--- config.mk ---
export PLATFORM = sky130hd
export DESIGN_NAME = acq_sequencer
export DESIGN_NICKNAME = d
export VERILOG_FILES = /design/src/rtl/acq_sequencer.sv
export SDC_FILE = /design/constraint.sdc
export NUM_CORES = 1
export LEC_CHECK = 0
export ABC_CLOCK_PERIOD_IN_PS = 3950
export CAP_MARGIN = 0
export CORE_UTILIZATION = 49
export DETAILED_ROUTE_END_ITERATION = 8
export MAX_ROUTING_LAYER = met4
export PLACE_DENSITY = 0.88
export REMOVE_ABC_BUFFERS = 1
export SYNTH_ARGS = -nofsm -noshare
export SYNTH_HDL_FRONTEND = slang
export SYNTH_SLANG_ARGS = --single-unit
--- constraint.sdc ---
create_clock -name aclk -period 3.95 [get_ports aclk]
set_clock_uncertainty 0.05 [all_clocks]
set_input_delay 0.79 -clock aclk [delete_from_list [all_inputs] [get_ports aclk]]
set_output_delay 0.79 -clock aclk [all_outputs]
set_load 0.05 [all_outputs]
--- src/rtl/acq_sequencer.sv ---
`default_nettype none
// ============================================================================
// Module   : acq_sequencer
// Purpose  : Run-control for the ADC capture path. Programs the packetizer
//            packet-length register over an AXI4-Lite manager write port,
//            counts completed packets (last & ready), then writes zero to
//            the same register to stop forwarding after num_packets packets
//            or on abort.
// Ports    : aclk/aresetn        clock, async active-low reset
//            start/abort         run request / early stop request
//            packet_len          samples per packet (latched on start)
//            num_packets         packets per run (latched on start)
//            last/ready          packetizer tlast / upstream tready
//            busy/done/error     status (error is sticky until next start)
//            packets_done        packets counted in current/last run
//            m_axi_lite_*        AW/W/B channels of the config write port
// Options  : ACQ_SEQ_CONTINUOUS_EN - num_packets=0 runs until abort and
//            packets_done wraps at 16 bits.
// Revision : 1.0 - initial release
// ============================================================================
module acq_sequencer (
   input  logic        aclk,
   input  logic        aresetn,
   input  logic        start,
   input  logic        abort,
   input  logic [31:0] packet_len,
   input  logic [15:0] num_packets,
   input  logic        last,
   input  logic        ready,
   output logic        busy,
   output logic        done,
   output logic        error,
   output logic [15:0] packets_done,
   output logic [31:0] m_axi_lite_awaddr,
   output logic [2:0]  m_axi_lite_awprot,
   output logic        m_axi_lite_awvalid,
   input  logic        m_axi_lite_awready,
   output logic [31:0] m_axi_lite_wdata,
   output logic [3:0]  m_axi_lite_wstrb,
   output logic        m_axi_lite_wvalid,
   input  logic        m_axi_lite_wready,
   input  logic [1:0]  m_axi_lite_bresp,
   input  logic        m_axi_lite_bvalid,
   output logic        m_axi_lite_bready
);

   localparam logic [31:0] CFG_ADDR = 32'h0000_0200;

   typedef enum logic [2:0] {
      S_IDLE      = 3'd0,
      S_CFG_WR    = 3'd1,
      S_CFG_RESP  = 3'd2,
      S_RUN       = 3'd3,
      S_STOP_WR   = 3'd4,
      S_STOP_RESP = 3'd5
   } state_t;

   state_t      r_state;
   state_t      w_next;
   logic [15:0] r_num;
   logic        r_abort;

   logic        w_start_ok;
   logic        w_aw_hs;
   logic        w_w_hs;
   logic        w_b_hs;
   logic        w_wr_done;
   logic        w_cap;
   logic        w_pkt;
   logic        w_last_pkt;
   logic [15:0] w_cnt_inc;

`ifdef ACQ_SEQ_CONTINUOUS_EN
   assign w_start_ok = start && (packet_len != 32'd0);
`else
   assign w_start_ok = start && (packet_len != 32'd0) && (num_packets != 16'd0);
`endif

   assign w_aw_hs   = m_axi_lite_awvalid & m_axi_lite_awready;
   assign w_w_hs    = m_axi_lite_wvalid  & m_axi_lite_wready;
   assign w_b_hs    = m_axi_lite_bready  & m_axi_lite_bvalid;
   // Both channels are finished after this edge when neither valid is left
   // waiting on its ready.
   assign w_wr_done = ~(m_axi_lite_awvalid & ~m_axi_lite_awready) &
                      ~(m_axi_lite_wvalid  & ~m_axi_lite_wready);

   // A zero packet target (continuous mode) never saturates the counter.
   assign w_cap      = (r_num != 16'd0) && (packets_done == r_num);
   assign w_pkt      = last & ready & ~w_cap;
   assign w_cnt_inc  = packets_done + 16'd1;
   assign w_last_pkt = w_pkt && (r_num != 16'd0) && (w_cnt_inc == r_num);

   assign m_axi_lite_awprot = 3'b000;

   always_comb begin
      w_next = r_state;
      case (r_state)
         S_IDLE:      if (w_start_ok) w_next = S_CFG_WR;
         S_CFG_WR:    if (w_wr_done) w_next = S_CFG_RESP;
         S_CFG_RESP:  if (w_b_hs) w_next = (m_axi_lite_bresp == 2'b00) ? S_RUN : S_IDLE;
         S_RUN:       if (w_last_pkt || r_abort || abort) w_next = S_STOP_WR;
         S_STOP_WR:   if (w_wr_done) w_next = S_STOP_RESP;
         S_STOP_RESP: if (w_b_hs) w_next = S_IDLE;
         default:     w_next = S_IDLE;
      endcase
   end

   always_ff @(posedge aclk or negedge aresetn) begin
      if (!aresetn) begin
         r_state            <= S_IDLE;
         r_num              <= 16'd0;
         r_abort            <= 1'b0;
         busy               <= 1'b0;
         done               <= 1'b0;
         error              <= 1'b0;
         packets_done       <= 16'd0;
         m_axi_lite_awaddr  <= 32'd0;
         m_axi_lite_awvalid <= 1'b0;
         m_axi_lite_wdata   <= 32'd0;
         m_axi_lite_wstrb   <= 4'h0;
         m_axi_lite_wvalid  <= 1'b0;
         m_axi_lite_bready  <= 1'b0;
      end else begin
         r_state <= w_next;
         busy    <= (w_next != S_IDLE);
         done    <= (r_state == S_STOP_RESP) && w_b_hs && (m_axi_lite_bresp == 2'b00);

         // Write launch: both valids rise together, each drops on its own
         // handshake. wdata doubles as the latched packet length.
         if (r_state == S_IDLE && w_start_ok) begin
            r_num              <= num_packets;
            packets_done       <= 16'd0;
            error              <= 1'b0;
            r_abort            <= 1'b0;
            m_axi_lite_awaddr  <= CFG_ADDR;
            m_axi_lite_wdata   <= packet_len;
            m_axi_lite_wstrb   <= 4'hF;
            m_axi_lite_awvalid <= 1'b1;
            m_axi_lite_wvalid  <= 1'b1;
         end else if (r_state == S_RUN && w_next == S_STOP_WR) begin
            m_axi_lite_wdata   <= 32'd0;
            m_axi_lite_awvalid <= 1'b1;
            m_axi_lite_wvalid  <= 1'b1;
         end else begin
            if (w_aw_hs) m_axi_lite_awvalid <= 1'b0;
            if (w_w_hs)  m_axi_lite_wvalid  <= 1'b0;
         end

         if ((r_state == S_CFG_WR || r_state == S_STOP_WR) && w_wr_done)
            m_axi_lite_bready <= 1'b1;
         else if (w_b_hs)
            m_axi_lite_bready <= 1'b0;

         if (w_b_hs && m_axi_lite_bresp != 2'b00)
            error <= 1'b1;

         if ((r_state == S_CFG_WR || r_state == S_CFG_RESP || r_state == S_RUN) && abort)
            r_abort <= 1'b1;

         // The stop write stalls until the in-flight packet ends; that last
         // packet is still counted while in STOP_WR.
         if ((r_state == S_RUN || r_state == S_STOP_WR) && w_pkt)
            packets_done <= w_cnt_inc;
      end
   end

endmodule
`default_nettype wire

==> impl_metrics.json, run 1 <==
{
  "final_nets": 593,
  "die_height_um": 95.8,
  "post_route_cells_drive_above_1_share_pct": 9.68,
  "power_per_cell_area_nw_per_um2": 744,
  "synthTopCellsByArea": "dfrtp_1 44%, mux2i_1 7.7%, buf_4 7.1%",
  "swShare_pct": 46.7,
  "synth.top_cells.by_count": "75 x dfrtp_1, 41 x buf_4, 33 x mux2i_1, 28 x a21oi_1, 25 x o21ai_0",
  "synth_top_cell_by_area": "dfrtp_1",
  "drv_slew": 0,
  "holdWs_ns": 0.445,
  "ys_seq_area_share_pct": 43.5,
  "min_period_over_period_pct": 76.4,
  "count_of_inserted_antenna_diode_cells": 0,
  "synth-edff-count": 0,
  "globalRouteTotalUtil_pct": 26.1,
  "num_rows": 33,
  "power.clock.fraction_pct": 16.0,
  "cts-buffers-inserted": 9,
  "clock_sinks": 75,
  "critical_path_arrival_ns": 3.18,
  "wl_per_cell_um": 16.9,
  "fill_cell_instance_count_of_the_final_layout": 621,
  "power.internal_w": 0.00222,
  "top_level_ports": 152,
  "critPathKind": "flip-flop to flip-flop",
  "timing.critical_path.from": "packets_done[3]$_DFFE_PN0P_",
  "netlist_area_um2": 4310,
  "cts.htree.levels": 3,
  "cp_launch_type": "flip-flop",
  "routed-via-count": 3688,
  "cts_max_path_buffers": 2,
  "worst_slew_pin_slew_ns": 0.934,
  "final_period_minus_worst_setup_slack_ns": 3.02,
  "post-cts-setup-buffers": 0,
  "rsz_0062_raised_after_global_routing": "no",
  "syn-instance-count": 431,
  "dpl.hpwl_um": 7880,
  "r2r_setup_slack_ns": 0.93,
  "final_critical_path_setup_slack_ns": 0.934,
  "cts_root_buffer": "clkbuf_8",
  "gp_congestion": 0.899,
  "drt-vias-per-instance": 5.74,
  "total_switching_power_w": 0.00195,
  "synthesis.yosys.warnings": 0,
  "multiInputGateArea_um2": 2120,
  "clock_latency_ns": 0.36,
  "initial_antenna_violation_count": 0,
  "dieArea_um2": 9180,
  "clk_transition_reported_paths_ns": 0.08,
  "portBuffers": 117,
  "drc": 0,
  "register_area_um2": 1880,
  "post-synth-top-area-fraction_pct": 43.5,
  "fp.coreArea_um2": 8380,
  "postCtsHoldBufs": 0,
  "cells_along_the_critical_path": "and4_1 -> nand4_2 -> or4_1 -> a22oi_1 -> nand4b_1 -> o21ai_4 -> buf_4 -> a21oi_1",
  "tritoncts": "built",
  "kind_of_capture_point_of_the_worst_setup_path": "flip-flop",
  "post-place-ws_ns": 0.718,
  "required_ns": 4.12,
  "crit_path_max_fanout": 36,
  "combPwrFrac_pct": 51.8,
  "final_antenna_net_count": 0,
  "cap_viol_max_count": 0,
  "drtIter0Drc": 213,
  "drt_pre_antenna_iters": 4,
  "synthArstFlopShare_pct": 100,
  "maxSlewHeadroom_pct": 37.4,
  "floorplan.die.width_um": 95.8,
  "final_report_setup_violation_count": 0,
  "post-synth-top-count-cell": "dfrtp_1",
  "floorplan.initialDensity_pct": 51.5,
  "drt_wl_total_um": 10900,
  "cts_resized": 0,
  "run_status": "completed",
  "power.static_leakage_nw": 2.45,
  "setup_total_negative_slack_ns": 0,
  "r2r_start": "packets_done[3]$_DFFE_PN0P_",
  "grt_max_degree": 43,
  "timing.hold.worst.class": "flip-flop to flip-flop",
  "hold_viol": 0,
  "first_pass_grt_wire_length_um": 17500,
  "postSynthRegisterBits": 75,
  "achievable-frequency_mhz": 332,
  "grt_remaining_overflow": 0,
  "synthFlopType": "dfrtp_1",
  "yosys_cell_types": 55,
  "worst_path_max_delay_cell": "or4_1",
  "worst_hold_startpoint": "error$_DFFE_PN0P_",
  "utilization_pct": 66.7,
  "average_size_of_a_mapped_cell_um2": 10.0,
  "via_count_of_the_first_global_routing_pass": 3523,
  "layout-area-overhead-vs-synth_pct": 29.6,
  "slowest_delay_ns": 0.53,
  "vdd.ir_drop.worst_v": 0.000534,
  "finalPower_w": 0.00416,
  "sequential_power_share_pct": 32.2
}
==> layout make-up <==
type / count / area share (%)
multi-input combinational: 318 / 38.0
sequential: 75 / 33.6
timing repair buffer: 123 / 21.9
tap: 105 / 2.35
clock buffer: 9 / 2.22
clock inverter: 6 / 1.61
inverter: 6 / 0.403
==> worst max-delay path: cells and delay by family (launching register included) <==
kind | cells | cell delay (ns)
flops | 1 | 0.52
simple gates | 4 | 1.33
compound gates | 3 | 0.56
buf+inv | 1 | 0.41
==> cell families (layout without fill, tap and decap cells) <==
logic type | Yosys count | in the layout | synth area share [%]
flops | 75 | 75 | 43.5
fa+ha+maj | 1 | 1 | 0.290
other cells | 1 | 34 | 0.0869
simple gates | 116 | 116 | 14.9
buf+inv | 71 | 144 | 10.5
mux | 49 | 49 | 11.8
xor+xnor | 23 | 23 | 4.67
compound gates | 95 | 95 | 14.2
==> power by group through the flow <==
| stage | Sequential, W | Clock (W) | Combinational [W] |
|---|---|---|---|
| floorplan | 0.00193 | 0 | 0.000921 |
| global route | 0.00138 | 0.000705 | 0.00229 |
| detailed placement | 0.00134 | 0 | 0.00215 |
| finish | 0.00134 | 0.000664 | 0.00216 |
| global placement | 0.00133 | 0 | 0.00210 |
| CTS | 0.00133 | 0.000666 | 0.00216 |
==> metal layers <==
metal	part of all wire, %	wire, µm	vias to the layer above	global-route usage [%]
li1	-	-	1709	-
met1	42	4590	1766	33.1
met2	46	5050	190	39.7
met3	9.2	1000	23	7.58
met4	2.1	224	0	9.83
met5	0	0	-	-
==> stage by stage <==
stage / area (µm²) / std cells
after floorplan: 4010 / 399
after global placement: 5380 / 627
after detailed placement: 5380 / 627
after CTS: 5590 / 642
after global routing: 5590 / 642
final: 5590 / 642
==> worst paths after layout <==
check,endpoint,cells after the start
max reg2reg,m_axi_lite_wdata[29]$_DFFE_PN0P_,8
min reg2reg,error$_DFFE_PN0P_,2
max,m_axi_lite_wdata[29]$_DFFE_PN0P_,8
min in group asynchronous,m_axi_lite_wdata[25]$_DFFE_PN0P_,1
max in group asynchronous,packets_done[5]$_DFFE_PN0P_,2
min,error$_DFFE_PN0P_,2
==> state kept, by name (all words and copies together), names as in the netlist <==
name,cells
m_axi_lite_wstrb,1
error,1
m_axi_lite_wvalid,1
packets_done,16
r_num,16
done,1
m_axi_lite_awvalid,1
r_abort,1
busy,1
r_state,3
m_axi_lite_bready,1
m_axi_lite_wdata,32
==> cell usage in the layout, fill, tap and decap left out, drive strengths merged, types with 4 or more instances in the layout <==
master,n
clkdlybuf4s50,116
dfrtp,75
a21oi,38
conb,34
mux2i,33
o21ai,26
nand2,19
nor2,18
xor2,17
nor4,17
mux2,16
nand3,12
nand4,11
clkbuf,9
nor3,8
o31ai,7
inv,7
buf,7
xnor2,6
and2,5
o211ai,4
nand2b,4
Power figures use the tool's default switching activity.
==> run 2: changes to the inputs <==
Settings changed: ABC_CLOCK_PERIOD_IN_PS 3950 to 3100, CORE_UTILIZATION 49 to 46, PLACE_DENSITY 0.88 to 0.84.
Clock period 3.95 ns to 3.1 ns, I/O delays scaled along.
==> impl_metrics.json, run 2 (synthesis results as in run 1) <==
{
  "drc": 0,
  "reg2reg_depth": 8,
  "commonest_non_fill_non_tap_cell_in_the_layout": "clkdlybuf4s50_1",
  "power.clock.fraction_pct": 15.1,
  "count_of_inserted_antenna_diode_cells": 0,
  "registers.top_by_ff_count": "m_axi_lite_wdata",
  "grt_max_degree": 46,
  "layout-area-overhead-vs-synth_pct": 31.4,
  "run_status": "completed",
  "cts.htree.levels": 3,
  "timing.hold.worst.class": "input pin to asynchronous set/reset pin",
  "kind_of_capture_point_of_the_worst_setup_path": "flip-flop",
  "utilization_pct": 63.8,
  "globalRouteTotalUtil_pct": 25.3,
  "grt_remaining_overflow": 0,
  "routed-via-count": 3793,
  "critical_path_arrival_ns": 3.01,
  "crit_path_max_fanout": 32,
  "power_per_cell_area_nw_per_um2": 935,
  "dieArea_um2": 9770,
  "total_switching_power_w": 0.00249,
  "setup_total_negative_slack_ns": 0,
  "slowest_delay_ns": 0.53,
  "clock_sinks": 75,
  "min_period_over_period_pct": 91.7,
  "initial_antenna_violation_count": 0,
  "achievable-frequency_mhz": 352,
  "via_count_of_the_first_global_routing_pass": 3728,
  "critical_path_buf_inv_count": 1,
  "cts_max_path_buffers": 2,
  "cp_launch_type": "flip-flop",
  "cts-buffers-inserted": 9,
  "worstSetupPathDepth": 8,
  "fp.coreArea_um2": 8890,
  "cp_delay_by_family_top": "simple AND/OR/NAND/NOR gates",
  "largest_register_ff_count": 32,
  "cap_viol_max_count": 0,
  "die_height_um": 98.8,
  "mostFrequentLayoutCells": "116 x clkdlybuf4s50_1, 75 x dfrtp_1, 34 x conb_1",
  "worst_slew_pin_slew_ns": 0.989,
  "portBuffers": 117,
  "cells_along_the_critical_path": "and4_1 -> nand4_2 -> or4_1 -> a22oi_1 -> nand4b_1 -> o21ai_4 -> buf_12 -> a21oi_1",
  "drt-vias-per-instance": 5.78,
  "final_critical_path_setup_slack_ns": 0.258,
  "final_report_setup_violation_count": 0,
  "dpl.hpwl_um": 8510,
  "floorplan.die.width_um": 98.8,
  "clock_latency_ns": 0.35,
  "num_rows": 34,
  "final_antenna_net_count": 0,
  "gp_congestion": 0.929,
  "largest_registers": "m_axi_lite_wdata (32), packets_done (16), r_num (16)",
  "combPwrFrac_pct": 52.5,
  "floorplan.initialDensity_pct": 48.5,
  "postCtsHoldBufs": 0,
  "rsz_0062_raised_after_global_routing": "no",
  "finalPower_w": 0.00530,
  "clk_transition_reported_paths_ns": 0.08,
  "post_route_cells_drive_above_1_share_pct": 11.7,
  "final_period_minus_worst_setup_slack_ns": 2.84,
  "top_level_ports": 152,
  "worst_path_max_delay_cell": "or4_1",
  "drt_pre_antenna_iters": 4,
  "hold_viol": 0,
  "power.static_leakage_nw": 2.49,
  "sequential_power_share_pct": 32.4,
  "post-place-ws_ns": 0.107,
  "power.internal_w": 0.00281,
  "cts_root_buffer": "clkbuf_8",
  "cts_resized": 0,
  "vdd.ir_drop.worst_v": 0.000759,
  "first_pass_grt_wire_length_um": 18600,
  "drv_slew": 0,
  "wl_per_cell_um": 17.5,
  "post-cts-setup-buffers": 0,
  "tritoncts": "built",
  "swShare_pct": 46.9,
  "drt_wl_total_um": 11500,
  "drtIter0Drc": 171,
  "maxSlewHeadroom_pct": 34.0,
  "critPathKind": "flip-flop to flip-flop",
  "required_ns": 3.26,
  "final_nets": 603
}
## run 2: cell count changes in the layout (fill, tap and decap cells not counted), sizes merged
cell    change
buf        +10
clkbuf      +2
bufinv      -1
## run 2: layout make-up
type	instances	area [µm²]
Tap cell	108	135
Clock inverter	5	60.1
Sequential cell	75	1880
Clock buffer	11	151
Fill cell	699	3220
Multi-Input combinational cell	318	2130
Inverter	6	22.5
Timing Repair Buffer	133	1300
## run 2: worst register-to-register path: cells and delay by family (launching register included)
| family | cells | cell delay [ns] |
|---|---|---|
| flops | 1 | 0.52 |
| buf+inv | 1 | 0.24 |
| compound gates | 3 | 0.63 |
| simple gates | 4 | 1.26 |
## run 2: final timing paths
kind                       slack, ns                          endpoint                        start
max                             0.26  m_axi_lite_wdata[28]$_DFFE_PN0P_  packets_done[3]$_DFFE_PN0P_
min                             0.36  m_axi_lite_wdata[18]$_DFFE_PN0P_                      aresetn
max reg2reg                     0.26  m_axi_lite_wdata[28]$_DFFE_PN0P_  packets_done[3]$_DFFE_PN0P_
min reg2reg                     0.44                 error$_DFFE_PN0P_            error$_DFFE_PN0P_
max in group asynchronous       1.82              r_num[8]$_DFFE_PN0P_                      aresetn
min in group aclk               0.44                 error$_DFFE_PN0P_            error$_DFFE_PN0P_
## run 2: power by group through the flow
stage               clock network, W  logic, W  registers (W)
floorplan                          0   0.00117        0.00246
global placement                   0   0.00271        0.00170
detailed placement                 0   0.00277        0.00171
CTS                         0.000812   0.00279        0.00171
global route                0.000853   0.00297        0.00177
finish                      0.000798   0.00279        0.00172
## run 2: stage by stage
stage	instances	area (µm²)	hold WS, ns
6_report	656	5670	0.358
5_1_grt	656	5670	0.447
4_1_cts	656	5670	0.396
3_5_place_dp	640	5460	0.426
3_3_place_gp	640	5460	0.424
2_1_floorplan	399	4010	0.274
## run 2: metal layers
layer | up-vias | global-route usage, % | share of wire (%)
met2 | 213 | 40.6 | 50
met3 | 20 | 6.95 | 9.1
met4 | 0 | 9.87 | 2.1
li1 | 1725 | - | -
met1 | 1835 | 30.2 | 39
met5 | - | - | 0
